[config.mk]
export PLATFORM = sky130hd
export DESIGN_NAME = btn_toggle_conditioner_flat
export DESIGN_NICKNAME = d
export VERILOG_FILES = /design/src/rtl/btn_toggle_conditioner_if.sv /design/src/rtl/btn_toggle_conditioner.sv /design/src/flat_wrapper.sv
export SDC_FILE = /design/constraint.sdc
export NUM_CORES = 1
export LEC_CHECK = 0
export ABC_CLOCK_PERIOD_IN_PS = 1600
export BUFFER_PORTS_ARGS = -buffer_cell sky130_fd_sc_hd__buf_2
export CORE_ASPECT_RATIO = 0.5
export CORE_MARGIN = 4
export CORE_UTILIZATION = 53
export DETAILED_ROUTE_END_ITERATION = 6
export GPL_ROUTABILITY_DRIVEN = 1
export GPL_TIMING_DRIVEN = 0
export MAX_ROUTING_LAYER = met4
export PLACE_DENSITY_LB_ADDON = 0.08
export SKIP_CTS_REPAIR_TIMING = 1
export SLEW_MARGIN = 20
export SYNTH_ARGS = -nofsm -noshare
export SYNTH_HDL_FRONTEND = slang
export SYNTH_SLANG_ARGS = --single-unit
[constraint.sdc]
create_clock -name clk -period 1.6 [get_ports clk]
set_input_delay 0.16 -clock clk [delete_from_list [all_inputs] [get_ports clk]]
set_output_delay 0.16 -clock clk [all_outputs]
set_load 0.005 [all_outputs]
[src/rtl/btn_toggle_conditioner_if.sv]
// Button-conditioner port bundle: the raw pin in, the clean pulses and debug status out.
// The conditioner takes the slave view and the pin driver takes the master view.
interface btn_toggle_conditioner_if #(
    parameter int BOUNCE_W = 8
);
    logic                btn_raw;
    logic                t_pulse;
    logic                rel_pulse;
    logic                btn_level;
    logic                busy;
    logic [BOUNCE_W-1:0] bounce_cnt;

    modport master (
        output btn_raw,
        input  t_pulse,
        input  rel_pulse,
        input  btn_level,
        input  busy,
        input  bounce_cnt
    );

    modport slave (
        input  btn_raw,
        output t_pulse,
        output rel_pulse,
        output btn_level,
        output busy,
        output bounce_cnt
    );
endinterface

[src/rtl/btn_toggle_conditioner.sv]
// Synchronises and debounces a raw push-button. It produces a one-cycle toggle-enable
// pulse on each accepted press, plus release, level, busy and bounce-count outputs for debug.
module btn_toggle_conditioner #(
    parameter int SYNC_STAGES     = 2,
    parameter int DEBOUNCE_CYCLES = 500000,
    parameter int BTN_ACTIVE_LOW  = 0,
    parameter int BOUNCE_W        = 8
) (
    input  logic                    clk,
    input  logic                    rstn,
    btn_toggle_conditioner_if.slave bus
);
    localparam int               CNT_W    = $clog2(DEBOUNCE_CYCLES + 1);
    localparam logic [CNT_W-1:0] CNT_LAST = CNT_W'(DEBOUNCE_CYCLES - 1);
    localparam logic [CNT_W-1:0] CNT_ONE  = CNT_W'(1);
    localparam logic             ACT_LOW  = (BTN_ACTIVE_LOW != 0);

    typedef enum logic [1:0] {
        ST_IDLE       = 2'd0,
        ST_PRESS_WAIT = 2'd1,
        ST_PRESSED    = 2'd2,
        ST_REL_WAIT   = 2'd3
    } state_t;

    logic                   p_s;
    logic                   s_s;
    logic [SYNC_STAGES-1:0] sync_r;
    state_t                 state_r;
    state_t                 state_nxt_s;
    logic [CNT_W-1:0]       cnt_r;
    logic [CNT_W-1:0]       cnt_nxt_s;
    logic                   bounce_inc_s;
    logic                   t_nxt_s;
    logic                   rel_nxt_s;
    logic                   level_nxt_s;
    logic                   busy_nxt_s;
    logic                   t_pulse_r;
    logic                   rel_pulse_r;
    logic                   btn_level_r;
    logic                   busy_r;
    logic [BOUNCE_W-1:0]    bounce_r;

    // Normalise polarity before the synchroniser so that 0 always means not-pressed.
    assign p_s = bus.btn_raw ^ ACT_LOW;
    assign s_s = sync_r[SYNC_STAGES-1];

    // Metastability synchroniser shift chain
    always_ff @(posedge clk or negedge rstn) begin
        if (!rstn) begin
            sync_r <= '0;
        end else begin
            sync_r <= {sync_r[SYNC_STAGES-2:0], p_s};
        end
    end

    // FSM state, stability counter and registered outputs
    always_ff @(posedge clk or negedge rstn) begin
        if (!rstn) begin
            state_r     <= ST_IDLE;
            cnt_r       <= '0;
            t_pulse_r   <= 1'b0;
            rel_pulse_r <= 1'b0;
            btn_level_r <= 1'b0;
            busy_r      <= 1'b0;
        end else begin
            state_r     <= state_nxt_s;
            cnt_r       <= cnt_nxt_s;
            t_pulse_r   <= t_nxt_s;
            rel_pulse_r <= rel_nxt_s;
            btn_level_r <= level_nxt_s;
            busy_r      <= busy_nxt_s;
        end
    end

    // Next-state logic. Each WAIT state counts consecutive agreeing samples and aborts on any disagreement.
    always_comb begin
        state_nxt_s  = state_r;
        cnt_nxt_s    = cnt_r;
        bounce_inc_s = 1'b0;
        t_nxt_s      = 1'b0;
        rel_nxt_s    = 1'b0;
        case (state_r)
            ST_IDLE: begin
                if (s_s) begin
                    state_nxt_s = ST_PRESS_WAIT;
                    cnt_nxt_s   = CNT_ONE;
                end else begin
                    state_nxt_s = ST_IDLE;
                end
            end
            ST_PRESS_WAIT: begin
                if (!s_s) begin
                    state_nxt_s  = ST_IDLE;
                    bounce_inc_s = 1'b1;
                end else if (cnt_r == CNT_LAST) begin
                    state_nxt_s = ST_PRESSED;
                    t_nxt_s     = 1'b1;
                end else begin
                    cnt_nxt_s = cnt_r + CNT_ONE;
                end
            end
            ST_PRESSED: begin
                if (!s_s) begin
                    state_nxt_s = ST_REL_WAIT;
                    cnt_nxt_s   = CNT_ONE;
                end else begin
                    state_nxt_s = ST_PRESSED;
                end
            end
            ST_REL_WAIT: begin
                if (s_s) begin
                    state_nxt_s  = ST_PRESSED;
                    bounce_inc_s = 1'b1;
                end else if (cnt_r == CNT_LAST) begin
                    state_nxt_s = ST_IDLE;
                    rel_nxt_s   = 1'b1;
                end else begin
                    cnt_nxt_s = cnt_r + CNT_ONE;
                end
            end
            default: begin
                state_nxt_s = ST_IDLE;
                cnt_nxt_s   = '0;
            end
        endcase
    end

    // Level and busy are decoded from the next state, so they are registered in step with the pulses.
    assign level_nxt_s = (state_nxt_s == ST_PRESSED) || (state_nxt_s == ST_REL_WAIT);
    assign busy_nxt_s  = (state_nxt_s == ST_PRESS_WAIT) || (state_nxt_s == ST_REL_WAIT);

    // Saturating count of aborted transitions
    always_ff @(posedge clk or negedge rstn) begin
        if (!rstn) begin
            bounce_r <= '0;
        end else if (bounce_inc_s && !(&bounce_r)) begin
            bounce_r <= bounce_r + BOUNCE_W'(1);
        end else begin
            bounce_r <= bounce_r;
        end
    end

    assign bus.t_pulse    = t_pulse_r;
    assign bus.rel_pulse  = rel_pulse_r;
    assign bus.btn_level  = btn_level_r;
    assign bus.busy       = busy_r;
    assign bus.bounce_cnt = bounce_r;
endmodule

[src/flat_wrapper.sv]
// flat-port wrapper written by rule: the top's interface ports become plain ports
module btn_toggle_conditioner_flat 
#(
    parameter int SYNC_STAGES     = 2,
    parameter int DEBOUNCE_CYCLES = 500000,
    parameter int BTN_ACTIVE_LOW  = 0,
    parameter int BOUNCE_W        = 8
)
  (clk, rstn, bus_btn_raw, bus_t_pulse, bus_rel_pulse, bus_btn_level, bus_busy, bus_bounce_cnt);
  btn_toggle_conditioner_if #(.BOUNCE_W(BOUNCE_W)) bus_i ();
  input  logic clk;
  input  logic rstn;
  input wire logic [$bits(bus_i.btn_raw)-1:0] bus_btn_raw;
  output wire logic [$bits(bus_i.t_pulse)-1:0] bus_t_pulse;
  output wire logic [$bits(bus_i.rel_pulse)-1:0] bus_rel_pulse;
  output wire logic [$bits(bus_i.btn_level)-1:0] bus_btn_level;
  output wire logic [$bits(bus_i.busy)-1:0] bus_busy;
  output wire logic [$bits(bus_i.bounce_cnt)-1:0] bus_bounce_cnt;
  assign bus_i.btn_raw = bus_btn_raw;
  assign bus_t_pulse = bus_i.t_pulse;
  assign bus_rel_pulse = bus_i.rel_pulse;
  assign bus_btn_level = bus_i.btn_level;
  assign bus_busy = bus_i.busy;
  assign bus_bounce_cnt = bus_i.bounce_cnt;
  btn_toggle_conditioner #(.SYNC_STAGES(SYNC_STAGES), .DEBOUNCE_CYCLES(DEBOUNCE_CYCLES), .BTN_ACTIVE_LOW(BTN_ACTIVE_LOW), .BOUNCE_W(BOUNCE_W)) u_core (.clk(clk), .rstn(rstn), .bus(bus_i));
endmodule
# == Word-level counts from Yosys, hierarchy flattened ==
# Index checks and enable logic that the tools add are counted.
# classes
reduce_logical,7
add_sub_neg,2
eq_ne,11
mux,21
# ops
cell,n
19-bit two-way mux,5
19-bit one-hot mux with 4 select lines,1
"19-bit by 1-bit adder with 19-bit output, second input constant",1
"19-bit == test, second input constant",1
1-bit two-way mux,9
"8-bit by 1-bit adder with 8-bit output, second input constant",1
"2-bit == test, second input constant",4
2-bit two-way mux,4
2-bit one-hot mux with 4 select lines,1
8-bit AND reduction,1
"2-bit by 1-bit == test with 1-bit output, second input constant",2
"2-bit by 1-bit inequality test with 1-bit output, second input constant",2
"2-bit inequality test, second input constant",2
4-bit AND reduction,1
2-bit logical NOT,1
1-bit logical OR,2
1-bit one-hot mux with 2 select lines,1
1-bit logical AND,1
1-bit logical NOT,1
# totals
out_inout_bits,12
ff_bits,35
in_bits,3

# == Longest topological paths before layout ==
# Gate-level depths: netlist of the first run.
# logic_depth
word_depth,6
mapped_depth,5
ltp_nobuf,5

# == Worst setup path after synthesis of the first run ==
# No wires, ideal clock.
# synth_path
path_type,flip-flop to flip-flop
start,register u_core.cnt_r[5]
end,register u_core.cnt_r[0]
stages_incl_launch_ff,5
required_ns,1.475
arrival_ns,1.528
n_path_buf,0
slack_ns,-0.053
cell_sequence,dfrtp_1 -> or4_4 -> nor3_4 -> a21oi_2 -> mux2_4
# synth_between
elab_chain_len,4
# synth_rtl
element,line,source
"start, declared",btn_toggle_conditioner.sv:30,logic [CNT_W-1:0] cnt_r;
"start signal, assigned",btn_toggle_conditioner.sv:67,cnt_r <= cnt_nxt_s;
19-bit == test *,"btn_toggle_conditioner.sv:95, btn_toggle_conditioner.sv:114",
19-bit two-way mux *,--,
19-bit two-way mux (on tied branches),--,
19-bit one-hot mux with 4 select lines *,--,
# Mark *: on every way between the ends. The rest lies on a longest branch, timed or not. The select of a mux whose other input is x is not followed.
# A chain may end at the register's enable or synchronous reset.

# == Worst setup path in the final report of the first run ==
# layout_path
start,register u_core.cnt_r[7]
end,register u_core.cnt_r[0]
# The elaborated chain is that of the path after synthesis.

==> summary.md, run 1 <==
| Metric | Value |
|---|---|
| Aggregate routed wire length | 4350 µm |
| Vert. Die Dim | approximately 50 µm |
| Worst slew margin | between 40% and 50% |
| CTS Buffer Depth | 2 |
| Number of synthesized register bits | 34 |
| Worst-Skew Late Latency | 0.29 ns |
| CTS Root Buffer Type | sky130_fd_sc_hd__clkbuf_8 |
| Final non-filler cell total | 268 |
| Routing usage on met3 | 4.86% |
| Setup repair after global routing missed its margin | yes |
| Max VDD drop | 0.000622 V |
| Share of final-layout standard cells stronger than drive strength 1 | 32.3% |
| Sum of net half-perimeters after detailed placement | 2740 µm |
| Synthesized-area fraction occupied by adder cells | under 10% |
| Row cnt | 14 |
| Diodes inserted | 0 |
| Synthesized area | 1850 µm² |
| Number of fill cells in the layout | 231 |
| Routed Antenna Nets | 0 |
| Post-layout net count | 225 |
| Critical Path End Type | flip-flop |
| Min Clock Period, post-route | 1.79 ns |
| Violated checks | hold timing, setup timing |
| Deepest level of the CTS H-tree | 2 |
| Floorplan die area | 4550 µm² |
| TritonCTS buffer count | 5 |
| Most common cell after layout, fill and taps aside | sky130_fd_sc_hd__dfrtp_1 |
| Final design utilization | 72.2% |
| Total via count after detailed routing | roughly 1.6k |
| Pin count of the biggest net entering global routing | 35 |
| Post-synthesis average cell area | 9.98 µm² |
| Main combinational cell family by area after synthesis | simple AND/OR/NAND/NOR gates |
| Post-detailed-route via-to-cell ratio | 5.88 |
| Routability cong. | approximately 0.9 |
| Final period utilization | 112% |
| Total count of max-transition violations in the final report | 0 |
| Count of flip-flops with a built-in enable after synthesis | 0 |
| Most used cells in the layout excluding fill and tap cells | sky130_fd_sc_hd__dfrtp_1, sky130_fd_sc_hd__nand2_1, sky130_fd_sc_hd__buf_2 |
| Residual overflow from global routing | 0 |
| DR iter-0 viols | around 170 |
| Standard cell area after detailed placement | 1980 µm² |
| Number of distinct library cells after synthesis | 55 |
| Actual slew at the worst max-slew pin | 0.769 ns |
| Horiz. Die Dim | 91.5 µm |
| Post-synth top flop | sky130_fd_sc_hd__dfrtp_1 |
| # placed instances | 247 |
| XOR/XNOR Fraction of Synth Area | 5.15% |
| Area share of and/or/nand/nor cells after synthesis | 28.9% |
| Critical path type | flip-flop to flip-flop |
| # Max-Cap Violations | 0 |
| Net count after synthesis | 190 |
| Number of global-route vias before repair | 1,444 |
| Minimum hold slack | -0.0606 ns |
| Count of input and output buffers | 14 |
| Run status | complete, but fails checks |
| Worst slack at placement | -0.238 ns |
| Register area share after synthesis | ~46% |
| Mux contribution to synthesized area | 4.75% |
| Minimum setup slack in the final design | -0.191 ns |
| Number of warnings printed during yosys synthesis | 0 |
| Async SR Flop Fraction | 100% |
| I/O pin count | 15 |
| Sinks on Clock Net | 34 |
| Type of the tightest min-delay check | primary input to async pin |
| Initial cell density of the core | between 50% and 60% |
| Post-synthesis compound-gate area fraction | 11.3% |
| Core Box Area | 3170 µm² |
| TritonCTS clock tree | done |
| Power Density | 963 nW/µm² |
| Overall Global Routing Usage | 19.9% |
| DRC violations left | 0 |
| Clock slew at reported path FFs | ~0.070 ns |
| Cell count after synthesis | 185 |
| Critical Path Source Type | flip-flop |
| Average detailed-routed wire length per instance | 16.2 µm |
| Fmax achieved | 558 MHz |
| Initial antenna violation count | 0 |
| Global-route met2 utilization | roughly 30% |
| Drt first pass iters | 5 |
| Area growth syn-to-layout | 24.1% |
| Peak fanout along the critical path | 4 |
| Met1 demand-to-capacity share in global routing | 26.8% |
| Cell leakage power | 1.04 nW |
| Layer with the highest usage after global routing | met2 |
| Worst Path Required | 1.77 ns |
| Setup Skew | 0.00166 ns |
| Final Setup Violations | 12 |
| Data arrival, critical path | 1.97 ns |
| Final hold vios | 34 |
| Wire length of the first global-routing pass | 6880 µm |
| Final Cell Area | 2290 µm² |
-- through the flow --
stage	hold WS [ns]	setup TNS [ns]	total power, mW
2_1_floorplan	-0.136	-0.0531	1.36
3_3_place_gp	0.267	-2.87	1.51
3_5_place_dp	0.269	-3.58	1.52
4_1_cts	-0.0355	-4.02	2.13
5_1_grt	0.00367	-2.30	2.34
6_report	-0.0606	-0.949	2.20
-- path summary, 6_finish.rpt --
path / endpoint / start / cells past startpoint / slack, ns
max: u_core.cnt_r[0]$_DFFE_PN0P_ / u_core.cnt_r[7]$_DFFE_PN0P_ / 4 / -0.19
min: u_core.cnt_r[2]$_DFFE_PN0P_ / rstn / 1 / -0.06
max reg2reg: u_core.cnt_r[0]$_DFFE_PN0P_ / u_core.cnt_r[7]$_DFFE_PN0P_ / 4 / -0.19
min reg2reg: u_core.sync_r[1]$_DFF_PN0_ / u_core.sync_r[0]$_DFF_PN0_ / 0 / 0.35
max in group asynchronous: u_core.state_r[1]$_DFF_PN0_ / rstn / 1 / 1.12
min in group clk: u_core.sync_r[1]$_DFF_PN0_ / u_core.sync_r[0]$_DFF_PN0_ / 0 / 0.35
-- final cells by class --
cell class / count / area (µm²) / share of cell area, %
multi-input cells: 141 / 1040 / 45.5
flip-flops and latches: 34 / 861 / 37.6
repair buffers: 28 / 194 / 8.47
clock buffers: 5 / 68.8 / 3.01
well taps: 48 / 60.1 / 2.62
plain buffers: 6 / 38.8 / 1.69
inverters: 4 / 15.0 / 0.656
clock inverters: 2 / 10.0 / 0.437
-- state kept, by name (all words and copies together) (netlist names) --
name	count
u_core.bus.rel_pulse	1
u_core.bus.t_pulse	1
u_core.sync_r	2
u_core.bus.bounce_cnt	8
u_core.state_r	1
u_core.bus.busy	1
u_core.bus.btn_level	1
u_core.cnt_r	19
-- power by group --
part / internal, mW / leakage, nW / switching, mW
Clock: 0.292 / 0.0438 / 0.324
Combinational: 0.214 / 0.553 / 0.238
Sequential: 0.974 / 0.442 / 0.162
-- synthesized netlist by cell type, drive strengths merged (2+ instances only) --
library cell | count | share of area (%)
dfrtp | 34 | 46
or4 | 2 | 1.0
clkbuf | 3 | 0.68
ha | 2 | 1.4
mux2i | 5 | 2.7
or2 | 2 | 0.68
nand3 | 9 | 2.4
and3 | 6 | 2.0
nor2 | 11 | 2.4
nor3b | 2 | 0.81
inv | 4 | 0.81
nand4 | 7 | 2.7
a21oi | 8 | 2.4
or3 | 2 | 0.68
xor2 | 4 | 1.9
nor3 | 7 | 2.5
a211o | 2 | 0.95
nor4bb | 2 | 1.1
nand4b | 3 | 1.4
xnor2 | 6 | 3.3
mux2 | 3 | 2.0
buf | 3 | 0.95
nor4 | 6 | 3.2
nand2 | 26 | 5.3
o21ai | 6 | 1.6
o211ai | 4 | 1.9
-- per-layer routing --
| layer | wire length [µm] | vias up |
|---|---|---|
| met5 | 0 | - |
| met2 | 2000 | 47 |
| met1 | 1980 | 763 |
| li1 | - | 760 |
| met3 | 314 | 5 |
| met4 | 48 | 0 |
-- logic make-up (layout without fill, tap and decap cells) --
family	after synthesis	after routing
multiplexers	8	8
adder cells (fa/ha/maj)	2	2
XOR/XNOR	10	10
AO/OA/AOI/OAI	30	30
flip-flops	34	34
buffers and inverters	10	45
AND/OR/NAND/NOR	91	91
-- critical path, stage by stage, from the launching register on --
cell and delay, ns:
sky130_fd_sc_hd__dfrtp_2 0.42, sky130_fd_sc_hd__or4_4 0.55, sky130_fd_sc_hd__nor3_4 0.29, sky130_fd_sc_hd__a21oi_4 0.11
sky130_fd_sc_hd__mux2_4 0.31
No activity file was read; power rests on OpenSTA's default activity.
==> inputs of run 2 (changes only) <==
--- a/config.mk
+++ b/config.mk
@@ -9,7 +9,7 @@
 export BUFFER_PORTS_ARGS = -buffer_cell sky130_fd_sc_hd__buf_2
 export CORE_ASPECT_RATIO = 0.5
 export CORE_MARGIN = 4
-export CORE_UTILIZATION = 53
+export CORE_UTILIZATION = 50
 export DETAILED_ROUTE_END_ITERATION = 6
 export GPL_ROUTABILITY_DRIVEN = 1
 export GPL_TIMING_DRIVEN = 0
==> run 2 against run 1 <==
Compared with the run above: the flow finishes with violations (setup timing); setup slack improved by 0.014 ns; first-iteration DRC count decreased by 32%; cell count increased by 5.6%; total power increased by 2.0%; non-clock buffer count increased by 10; die area increased by 5.3%; largest cell class unchanged; largest power group unchanged.
==> summary.md, run 2 (synthesis results as in run 1) <==
| Metric | Value |
|---|---|
| Post-layout net count | 236 |
| Design Power | 2.25 mW |
| Final period utilization | 111% |
| Dominant delay contributor by cell family on the critical path | simple AND/OR/NAND/NOR gates |
| Min Clock Period, post-route | 1.78 ns |
| Number of fill cells in the layout | 269 |
| Register share of total power | between 50% and 60% |
| Average detailed-routed wire length per instance | 16.1 µm |
| Largest register by flop count | u_core.cnt_r |
| Hold path start | u_core.sync_r[0]$_DFF_PN0_ |
| Horiz. Die Dim | 93.9 µm |
| Core Box Area | 3490 µm² |
| Sinks on Clock Net | 34 |
| Floorplan die area | 4790 µm² |
| Routed Antenna Nets | 0 |
| DRC violations left | 0 |
| Critical Path Source Type | flip-flop |
| Worst-Skew Late Latency | 0.28 ns |
| Violated checks | setup timing |
| CTS Root Buffer Type | sky130_fd_sc_hd__clkbuf_8 |
| Most common cell after layout, fill and taps aside | sky130_fd_sc_hd__dfrtp_1 |
| Worst r2r dst | u_core.cnt_r[0]$_DFFE_PN0P_ |
| Standard cell area after detailed placement | 1980 µm² |
| Data arrival, critical path | 1.95 ns |
| Cell Int Power | ~1.5 mW |
| Run status | complete, but fails checks |
| Pin count of the biggest net entering global routing | 35 |
| # Max-Cap Violations | 0 |
| CTS Buffer Depth | 2 |
| Drt first pass iters | 4 |
| Routability cong. | 0.883 |
| Final design utilization | 70.7% |
| Count of input and output buffers | 14 |
| I/O pin count | 15 |
| Minimum setup slack in the final design | -0.177 ns |
| FF-to-FF path depth | 4 |
| Worst hold path stage count | 0 |
| Share of power burned in the clock network | 29.0% |
| # placed instances | 250 |
| Crit Reg-Reg Startpoint | u_core.cnt_r[7]$_DFFE_PN0P_ |
| Reg2Reg Setup Slack | -0.18 ns |
| Type of the tightest min-delay check | flip-flop to flip-flop |
| Diodes inserted | 0 |
| Slowest-stage cell, CP | sky130_fd_sc_hd__or4_4 |
| Setup Skew | 0.00406 ns |
| Number of flip-flops under the largest register name | 19 |
| Delay contributed by the slowest stage of the critical path | 0.55 ns |
| Peak fanout along the critical path | 4 |
| Actual slew at the worst max-slew pin | slightly below 0.8 ns |
| Critical path type | flip-flop to flip-flop |
| Total via count after detailed routing | 1,635 |
| TritonCTS buffer count | 5 |
| Final non-filler cell total | roughly 280 |
| Worst slew margin | 48.7% |
| Number of global-route vias before repair | 1,448 |
| Sum of net half-perimeters after detailed placement | approximately 2800 µm |
| Final Setup Violations | 15 |
| Final Cell Area | 2470 µm² |
| Critical Path End Type | flip-flop |
| Switching part of the total | 31.4% |
| Switching power | around 0.71 mW |
| Area growth syn-to-layout | 33.7% |
| Post-detailed-route via-to-cell ratio | 5.78 |
| Fmax achieved | between 500 and 600 MHz |
| Total count of max-transition violations in the final report | 0 |
| Initial antenna violation count | 0 |
| Residual overflow from global routing | 0 |
| Aggregate routed wire length | 4570 µm |
| Clock slew at reported path FFs | 0.07 ns |
| Power Density | 911 nW/µm² |
| Row cnt | 15 |
| Max VDD drop | around 0.00068 V |
| Vert. Die Dim | between 50 and 60 µm |
| Most used cells in the layout excluding fill and tap cells | sky130_fd_sc_hd__dfrtp_1, sky130_fd_sc_hd__nand2_1, sky130_fd_sc_hd__buf_4 |
| Wire length of the first global-routing pass | about 7100 µm |
| Share of final-layout standard cells stronger than drive strength 1 | between 30% and 40% |
| Worst-case hold path end point | u_core.sync_r[1]$_DFF_PN0_ |
| Number of buffer and inverter stages on the critical path | 0 |
| Final hold vios | 0 |
| Cell leakage power | around 1.1 nW |
| Deepest level of the CTS H-tree | 2 |
| DR iter-0 viols | 113 |
| TritonCTS clock tree | done |
| Setup repair after global routing missed its margin | yes |
| Minimum hold slack | about 0.36 ns |
| Combinational cell fraction of total power | 20.6% |
| Ordered list of cells on the worst path | or4_4 > nor3_4 > a21oi_4 > mux2_4 |
| Initial cell density of the core | 52.9% |
| Worst Path Required | 1.77 ns |
| Overall Global Routing Usage | between 10% and 20% |
-- run 2: stage by stage --
| step | worst slack [ns] | setup TNS (ns) |
|---|---|---|
| floorplan | -0.0531 | -0.0531 |
| global placement | -0.264 | -3.95 |
| detailed placement | -0.267 | -4.38 |
| CTS | -0.310 | -5.42 |
| global route | -0.214 | -2.13 |
| finish | -0.177 | -1.01 |
-- run 2: routing by layer --
metal	track usage (%)	part of all wire, %
met1	26.0	48
met2	29.4	45
met3	5.59	5.8
met4	6.95	1.4
met5	-	0
-- run 2: worst max path at each step --
stage | startpoint | to | depth (start not counted)
after global routing | u_core.cnt_r[7]$_DFFE_PN0P_ | u_core.cnt_r[0]$_DFFE_PN0P_ | 4
after floorplan | u_core.cnt_r[5]$_DFFE_PN0P_ | u_core.cnt_r[0]$_DFFE_PN0P_ | 4
after detailed placement | u_core.state_r[1]$_DFF_PN0_ | u_core.cnt_r[5]$_DFFE_PN0P_ | 5
after global placement | u_core.state_r[1]$_DFF_PN0_ | u_core.cnt_r[5]$_DFFE_PN0P_ | 5
after CTS | u_core.state_r[1]$_DFF_PN0_ | u_core.cnt_r[5]$_DFFE_PN0P_ | 5
final | u_core.cnt_r[7]$_DFFE_PN0P_ | u_core.cnt_r[0]$_DFFE_PN0P_ | 4
-- run 2: final cells by class --
type	count	area (µm²)	share of cell area, %
clock buffer	7	86.3	3.50
clock inverter	1	5.00	0.203
multi-input combinational	142	1110	44.9
tap	51	63.8	2.59
sequential	34	860	34.8
timing repair buffer	38	288	11.7
buffer	6	41.3	1.67
inverter	4	15.0	0.609
-- run 2: power by group through the flow --
stage	clock (mW)	combinational [mW]	sequential [mW]
after CTS	0.668	0.393	1.11
after global routing	0.715	0.520	1.15
after global placement	0	0.386	1.12
after detailed placement	0	0.393	1.13
after floorplan	0	0.249	1.11
final	0.653	0.464	1.13
-- run 2: worst reg2reg max path, cell delays in order (launching register included) --
cell	delay [ns]
sky130_fd_sc_hd__dfrtp_2	0.42
sky130_fd_sc_hd__or4_4	0.55
sky130_fd_sc_hd__nor3_4	0.29
sky130_fd_sc_hd__a21oi_4	0.11
sky130_fd_sc_hd__mux2_4	0.30
==> inputs of run 3 (changes only) <==
--- a/config.mk
+++ b/config.mk
@@ -5,7 +5,7 @@
 export SDC_FILE = /design/constraint.sdc
 export NUM_CORES = 1
 export LEC_CHECK = 0
-export ABC_CLOCK_PERIOD_IN_PS = 1600
+export ABC_CLOCK_PERIOD_IN_PS = 2000
 export BUFFER_PORTS_ARGS = -buffer_cell sky130_fd_sc_hd__buf_2
 export CORE_ASPECT_RATIO = 0.5
 export CORE_MARGIN = 4
==> constraint.sdc (replaced) <==
create_clock -name clk -period 2 [get_ports clk]
set_input_delay 0.2 -clock clk [delete_from_list [all_inputs] [get_ports clk]]
set_output_delay 0.2 -clock clk [all_outputs]
set_load 0.005 [all_outputs]
==> run 3 against run 2 <==
Compared with the run above: wire length down 8.9%; largest power group unchanged; sequential cell count did not move; non-clock buffer count is 24 lower; critical path type unchanged; the flow finishes with violations (hold timing).
==> summary.md, run 3 (synthesis results as in run 1) <==
| Metric | Value |
|---|---|
| Total via count after detailed routing | 1,515 |
| Initial cell density of the core | 52.9% |
| DR iter-0 viols | slightly below 60 |
| Final period utilization | 91.1% |
| Clock slew at reported path FFs | 0.07 ns |
| Minimum setup slack in the final design | 0.178 ns |
| Worst slack at placement | 0.0707 ns |
| Drt first pass iters | 4 |
| Diodes inserted | 0 |
| Post-detailed-route via-to-cell ratio | 5.87 |
| Aggregate routed wire length | 4160 µm |
| Critical Path Source Type | flip-flop |
| CTS Root Buffer Type | sky130_fd_sc_hd__clkbuf_8 |
| Overall Global Routing Usage | 20.5% |
| Number of global-route vias before repair | 1,500 |
| Critical Path End Type | flip-flop |
| Final non-filler cell total | 258 |
| Routed Antenna Nets | 0 |
| Most common cell after layout, fill and taps aside | sky130_fd_sc_hd__dfrtp_1 |
| Number of buffer and inverter stages on the critical path | 0 |
| Reg2Reg Setup Slack | 0.18 ns |
| Violated checks | hold timing |
| Number of flip-flops under the largest register name | 19 |
| Initial antenna violation count | 0 |
| Data arrival, critical path | 2.04 ns |
| Cell leakage power | 0.992 nW |
| Setup TNS Final | 0 ns |
| Routability cong. | between 0.9 and 1 |
| DRC violations left | 0 |
| Crit Reg-Reg Startpoint | u_core.state_r[1]$_DFF_PN0_ |
| Deepest level of the CTS H-tree | 2 |
| Worst r2r dst | u_core.cnt_r[5]$_DFFE_PN0P_ |
| Type of the tightest min-delay check | primary input to async pin |
| Ordered list of cells on the worst path | xor2_1 > nand2b_1 > a211oi_1 > mux2i_1 |
| Actual slew at the worst max-slew pin | 0.760 ns |
| Floorplan die area | 4790 µm² |
| Vert. Die Dim | 51.0 µm |
| Post-layout net count | about 210 |
| Peak fanout along the critical path | 6 |
| Delay contributed by the slowest stage of the critical path | 0.52 ns |
| Area growth syn-to-layout | 16.2% |
| Wire length of the first global-routing pass | between 7000 and 8000 µm |
| Run status | complete, but fails checks |
| Setup repair after global routing missed its margin | no |
| CTS Buffer Depth | 2 |
| Final hold vios | 34 |
| Max VDD drop | approximately 0.00057 V |
| Critical path type | flip-flop to flip-flop |
| Dominant delay contributor by cell family on the critical path | flip-flops |
| Horiz. Die Dim | 93.9 µm |
| Most used cells in the layout excluding fill and tap cells | sky130_fd_sc_hd__dfrtp_1, sky130_fd_sc_hd__nand2_1, sky130_fd_sc_hd__buf_2 |
| TritonCTS buffer count | 5 |
| Setup Skew | ~0.0032 ns |
| Total count of max-transition violations in the final report | 0 |
| Average detailed-routed wire length per instance | roughly 16 µm |
| # placed instances | 250 |
| Final Setup Violations | 0 |
| Sum of net half-perimeters after detailed placement | 2890 µm |
| Core Box Area | 3490 µm² |
| Largest register by flop count | u_core.cnt_r |
| Residual overflow from global routing | 0 |
| Minimum hold slack | -0.0256 ns |
| TritonCTS clock tree | done |
| Min Clock Period, post-route | approximately 1.8 ns |
| Final design utilization | around 60% |
| Worst-Skew Late Latency | ~0.29 ns |
| Pin count of the biggest net entering global routing | 35 |
| Count of input and output buffers | 14 |
| Fmax achieved | 549 MHz |
| I/O pin count | 15 |
| Row cnt | 15 |
| Power Density | 941 nW/µm² |
| # Max-Cap Violations | 0 |
| FF-to-FF path depth | 4 |
| Slowest-stage cell, CP | sky130_fd_sc_hd__dfrtp_1 |
| Worst Path Required | 2.22 ns |
| Worst slew margin | between 40% and 50% |
| Share of final-layout standard cells stronger than drive strength 1 | roughly a fifth |
| Sinks on Clock Net | 34 |
-- run 3: report_power, final --
group,switching (mW),total (mW),internal (mW)
sequential,0.116,0.891,0.775
combinational,0.176,0.320,0.144
clock,0.276,0.807,0.532
total,0.568,2.02,1.45
-- run 3: worst max-delay path by stage --
stage / to / cells after the start / startpoint / slack (ns)
floorplan: u_core.cnt_r[0]$_DFFE_PN0P_ / 4 / u_core.cnt_r[5]$_DFFE_PN0P_ / 0.35
global route: u_core.cnt_r[16]$_DFFE_PN0P_ / 5 / u_core.cnt_r[0]$_DFFE_PN0P_ / 0.07
detailed placement: u_core.cnt_r[16]$_DFFE_PN0P_ / 5 / u_core.cnt_r[0]$_DFFE_PN0P_ / 0.07
global placement: u_core.cnt_r[16]$_DFFE_PN0P_ / 5 / u_core.cnt_r[0]$_DFFE_PN0P_ / 0.13
CTS: u_core.cnt_r[16]$_DFFE_PN0P_ / 5 / u_core.cnt_r[0]$_DFFE_PN0P_ / 0.06
finish: u_core.cnt_r[5]$_DFFE_PN0P_ / 4 / u_core.state_r[1]$_DFF_PN0_ / 0.18
-- run 3: area by class of cell --
type | instances | area [µm²]
fillers | 322 | 1350
multi-input cells | 141 | 972
flip-flops and latches | 34 | 851
clock buffers | 6 | 82.6
repair buffers | 14 | 70.1
well taps | 51 | 63.8
clock inverters | 2 | 60.1
plain buffers | 6 | 30.0
inverters | 4 | 15.0
-- run 3: metal layers --
metal | vias to the layer above | share of wire, % | global-route usage (%)
li1 | 728 | - | -
met1 | 741 | 51 | 29.1
met2 | 41 | 42 | 28.9
met3 | 5 | 6.3 | 5.74
met4 | 0 | 1.0 | 5.28
met5 | - | 0 | -
-- run 3: stage by stage --
stage	cell area (µm²)	total power [mW]
2_1_floorplan	1850	1.09
3_3_place_gp	1980	1.21
3_5_place_dp	1980	1.22
4_1_cts	2120	2.02
5_1_grt	2140	2.11
6_report	2140	2.02
